### src/rtl/calendar_date_counter.sv
// Day/month/year counter advanced by day_tick, with a validated four-state load handshake.
// Define CAL_LEAP_YEAR_EN to enable Gregorian leap years (29 Feb); otherwise February has 28 days.
module calendar_date_counter #(
    parameter int unsigned YEAR_MIN = 2000,
    parameter int unsigned YEAR_MAX = 2047
) (
    input  logic        clk,
    input  logic        rst,
    input  logic        day_tick,
    input  logic        set_valid,
    input  logic [4:0]  set_day,
    input  logic [3:0]  set_month,
    input  logic [10:0] set_year,
    output logic        set_ack,
    output logic        set_err,
    output logic [4:0]  day,
    output logic [3:0]  month,
    output logic [10:0] year,
    output logic        year_stb,
    output logic        year_wrap
);
    localparam logic [10:0] YMIN = 11'(YEAR_MIN);
    localparam logic [10:0] YMAX = 11'(YEAR_MAX);

    typedef enum logic [1:0] {IDLE, CHECK, COMMIT, WAIT_LOW} state_t;
    state_t state, state_nxt;

    logic [4:0]  sh_day;
    logic [3:0]  sh_month;
    logic [10:0] sh_year;
    logic        valid_r, valid_nxt;
    logic        tick_pend, tick_pend_nxt;
    logic        accept;
    logic [4:0]  adv_day;
    logic [3:0]  adv_month;
    logic [10:0] adv_year;
    logic        adv_stb, adv_wrap;

    function automatic logic leap(input logic [10:0] y);
`ifdef CAL_LEAP_YEAR_EN
        return (y[1:0] == 2'd0) && ((y % 11'd100 != 11'd0) || (y % 11'd400 == 11'd0));
`else
        return &{1'b0, y};
`endif
    endfunction

    function automatic logic [4:0] dim(input logic [3:0] m, input logic [10:0] y);
        case (m)
            4'd2:                    return leap(y) ? 5'd29 : 5'd28;
            4'd4, 4'd6, 4'd9, 4'd11: return 5'd30;
            default:                 return 5'd31;
        endcase
    endfunction

    always_comb begin
        state_nxt = state;
        case (state)
            IDLE:     if (set_valid) state_nxt = CHECK;
            CHECK:    state_nxt = COMMIT;
            COMMIT:   state_nxt = WAIT_LOW;
            WAIT_LOW: if (!set_valid) state_nxt = IDLE;
            default:  state_nxt = IDLE;
        endcase
    end

    // A tick coinciding with a pending one in WAIT_LOW is held over one cycle rather than lost.
    always_comb begin
        accept        = ((state == IDLE) || (state == WAIT_LOW)) && (day_tick || tick_pend);
        tick_pend_nxt = tick_pend & day_tick;
        if ((state == CHECK) || (state == COMMIT))
            tick_pend_nxt = tick_pend | day_tick;
    end

    always_comb begin
        valid_nxt = (sh_month >= 4'd1) && (sh_month <= 4'd12) &&
                    (sh_day != 5'd0) && (sh_day <= dim(sh_month, sh_year)) &&
                    (sh_year >= YMIN) && (sh_year <= YMAX);
    end

    always_comb begin
        adv_day   = day + 5'd1;
        adv_month = month;
        adv_year  = year;
        adv_stb   = 1'b0;
        adv_wrap  = 1'b0;
        if (day >= dim(month, year)) begin
            adv_day = 5'd1;
            if (month < 4'd12) begin
                adv_month = month + 4'd1;
            end else begin
                adv_month = 4'd1;
                adv_stb   = 1'b1;
                if (year == YMAX) begin
                    adv_year = YMIN;
                    adv_wrap = 1'b1;
                end else begin
                    adv_year = year + 11'd1;
                end
            end
        end
    end

    always_ff @(posedge clk or posedge rst) begin
        if (rst) begin
            state     <= IDLE;
            sh_day    <= '0;
            sh_month  <= '0;
            sh_year   <= '0;
            valid_r   <= 1'b0;
            tick_pend <= 1'b0;
            day       <= 5'd1;
            month     <= 4'd1;
            year      <= YMIN;
            set_ack   <= 1'b0;
            set_err   <= 1'b0;
            year_stb  <= 1'b0;
            year_wrap <= 1'b0;
        end else begin
            state     <= state_nxt;
            tick_pend <= tick_pend_nxt;
            set_ack   <= 1'b0;
            set_err   <= 1'b0;
            year_stb  <= 1'b0;
            year_wrap <= 1'b0;
            if ((state == IDLE) && set_valid) begin
                sh_day   <= set_day;
                sh_month <= set_month;
                sh_year  <= set_year;
            end
            if (state == CHECK)
                valid_r <= valid_nxt;
            if (state == COMMIT) begin
                set_ack <= 1'b1;
                set_err <= !valid_r;
                if (valid_r) begin
                    day      <= sh_day;
                    month    <= sh_month;
                    year     <= sh_year;
                    year_stb <= (sh_year != year);
                end
            end else if (accept) begin
                day       <= adv_day;
                month     <= adv_month;
                year      <= adv_year;
                year_stb  <= adv_stb;
                year_wrap <= adv_wrap;
            end
        end
    end
endmodule

### config.mk
export PLATFORM = sky130hd
export DESIGN_NAME = calendar_date_counter
export DESIGN_NICKNAME = d
export VERILOG_FILES = /design/src/rtl/calendar_date_counter.sv
export SDC_FILE = /design/constraint.sdc
export NUM_CORES = 1
export LEC_CHECK = 0
export CAP_MARGIN = 0
export CORE_MARGIN = 2
export CORE_UTILIZATION = 40
export DETAILED_ROUTE_END_ITERATION = 8
export MAX_ROUTING_LAYER = met4
export PLACE_DENSITY_LB_ADDON = 0.3
export SYNTH_ARGS = -nofsm -noshare
export SYNTH_HDL_FRONTEND = slang
export SYNTH_SLANG_ARGS = --single-unit
### constraint.sdc
create_clock -name clk -period 8.45 [get_ports clk]
set_clock_uncertainty 0.15 [all_clocks]
set_input_delay 2.1125 -clock clk [delete_from_list [all_inputs] [get_ports clk]]
set_output_delay 2.1125 -clock clk [all_outputs]
set_load 0.02 [all_outputs]
==> impl_metrics.json <==
{
  "std_cell_rows": 30,
  "drtIter0Drc": 238,
  "synth.area.top_cells": "dfrtp_1, mux2_2, dfstp_2",
  "grt_pass1_vias": 2216,
  "maxCapViolCount": 0,
  "synth_compound_area_frac": 0.1687,
  "coreArea_mm2": 0.006794,
  "clock-sinks": 48,
  "diodes": 0,
  "yosys.area_share.simple": 0.1482,
  "viasPerCell": 5.605,
  "ctsResizeCount": 0,
  "p_leak_nw": 1.379,
  "pre_cts_ws_ns": 4.196,
  "path_clk_slew_ns": 0.10,
  "fin_crit_ns": 3.939,
  "slew_viol_final": 0,
  "rr_worst_depth": 7,
  "crit_required_ns": 8.53,
  "endpoint_kind": "flop",
  "synthDistinctLibCells": 51,
  "cts_tree": "done",
  "syn_avg_cell_area_um2": 9.974,
  "top_usage_layer": "met2",
  "slew_headroom": 0.3432,
  "synthArstFlopShare": 1.000,
  "yosys-top-cells-count": "dfrtp_1, mux2_2, nor2_1",
  "drt_pass1_iterations": 4,
  "fp.dieW_um": 87.71,
  "final.period_utilization": 0.4662,
  "use_met2": 0.2796,
  "place_area_mm2": 0.003338,
  "synth-edff-count": 0,
  "post_drt_wl_per_cell_um": 15.80,
  "wirelength_mm": 6.638,
  "synth_most_common_cell": "dfrtp_1",
  "grt-ovfl-total": 0,
  "ys_ff_latch": 48,
  "setup_ws_ns": 4.511,
  "worstHoldStart": "valid_r",
  "clkLatencyLatePin_ns": 0.31,
  "cts_buffers": 5,
  "antenna_found_initial": 0,
  "h-tree-depth": 2,
  "start_kind": "primary input",
  "die_h_um": 87.71,
  "synth_fa_ha_area_frac": 0.06696,
  "io_pins": 48,
  "grt_first_pass_wirelength_mm": 11.05,
  "fillers": 632,
  "cts_buffer_depth": 2,
  "rsz0062_at_grt": "false",
  "clock.fmax_ghz": 0.2539,
  "path_max_fanout": 16,
  "grt_use_met3": 0.03110,
  "cts.hold.buffers_added": 0,
  "dieArea_mm2": 0.007692,
  "vias": 2354,
  "crit_start": "day_tick",
  "cts-root-buf": "clkbuf_8",
  "worstMarginPinSlew_ns": 0.9838,
  "final-hold-violation-count": 0,
  "seq_area_frac_synth": 0.4321,
  "drc": 0,
  "grt_start_max_net_pins": 49,
  "areaGrowthSynthToFinish_pct": 23.35,
  "grt_use_met1": 0.2683,
  "synth_xor_area_frac": 0.03437,
  "nets": 362,
  "grt_usage": 0.1899,
  "yosys.area.top_type_share": 0.3571,
  "synth_mux_area_frac": 0.1058,
  "rr_startpoint": "state[0]",
  "peakVddDrop_mv": 0.2032,
  "syn_nets": 320,
  "postRouteAntennaNets": 0,
  "finalInstanceArea_mm2": 0.003457,
  "seq_area_mm2": 0.001211,
  "place.gp.congestion": 0.8833,
  "setup_violations": 0,
  "ys.flop_type": "dfrtp_1",
  "port_buffers": 47,
  "synthesis.area_mm2": 0.002803,
  "tns_ns": 0,
  "start_util": 0.4125,
  "multi_input_area_mm2": 0.001469,
  "worstPathArrival_ns": 4.02,
  "synth_top_family_by_area": "compound AO/OA/AOI/OAI gates",
  "layoutNonFillerInstCount": 420,
  "hpwlAfterDp_mm": 4.836,
  "status": "complete, no violations",
  "crit_type": "primary input to flop",
  "power.density_mw_per_mm2": 382.9,
  "min_path_type": "flop to flop",
  "postCtsSetupBuffers": 0,
  "total_power_w": 0.001324,
  "dpl.cell_count": 412,
  "final_layout_size_suffix_gt1_frac": 0.1451,
  "yosysTopAreaCell": "dfrtp_1",
  "whs_path_depth": 1,
  "synth.yosys.warnings": 0,
  "synthCells": 281
}
[power by group]
group	switching, W	leakage, nW	internal (W)
combinational	0.000353	0.769	0.000308
clock	0.0000863	0.0607	0.0000914
sequential	0.000146	0.550	0.000340
[worst max-delay path: stages]
cell,delay (ns)
clkdlybuf4s50_1,0.44
nor2_1,0.21
o31a_1,0.63
nor4b_4,0.12
a41o_1,0.27
a211oi_1,0.22
[cells by family (layout without fill, tap and decap cells)]
group	after synthesis	after routing
AO/OA/AOI/OAI	70	70
buffers and inverters	30	73
AND/OR/NAND/NOR	80	80
flip-flops	48	48
multiplexers	27	27
XOR/XNOR	11	11
adder cells (fa/ha/maj)	15	15
[worst paths after layout]
path,to,slack (ns)
min in group asynchronous,sh_year[0],2.20
max in group asynchronous,day[4],5.35
setup / recovery,year[6],4.51
hold reg to reg,set_err,0.37
setup reg to reg,year[6],5.30
hold / removal,set_err,0.37
[flip-flops by register name, indices dropped and copies added (netlist names), 2 cells and up]
name,flops
sh_month,4
month,4
sh_year,11
sh_day,5
year,11
day,5
state,2
[placed cells by master, fill, tap and decap left out, types with 3 or more instances in the layout]
cell / n
nand4_1: 5
dfstp_2: 8
nor3_1: 8
clkbuf_8: 5
nand2_1: 16
xnor2_1: 11
nand2b_1: 3
o22ai_1: 5
a22oi_1: 3
or3_1: 3
clkdlybuf4s50_1: 47
a31oi_1: 10
mux2i_1: 6
ha_1: 15
o21ai_0: 18
mux2_2: 21
inv_1: 17
dfrtp_1: 40
a211oi_1: 3
a21oi_1: 11
nand3_1: 9
nor2_1: 21
[per-stage QoR]
step	util	hold slack [ns]
finish	0.5088	0.3691
global route	0.5088	0.4240
CTS	0.5088	0.3799
detailed placement	0.4913	0.3594
global placement	0.4913	0.3480
floorplan	-	0.3042
[cell type report]
class / instances / share of cell area
clock buffer: 5 / 0.01991
inverter: 18 / 0.01954
clock inverter: 3 / 0.01448
sequential: 48 / 0.3503
multi-input combinational: 203 / 0.4249
tap: 96 / 0.03474
timing repair buffer: 47 / 0.1361
[metal layers]
metal | wire length [um] | part of all wire
met5 | 0 | 0
met4 | 136 | 0.020
met3 | 419 | 0.063
met2 | 3109 | 0.47
met1 | 2973 | 0.45
Power figures use the tool's default switching activity.
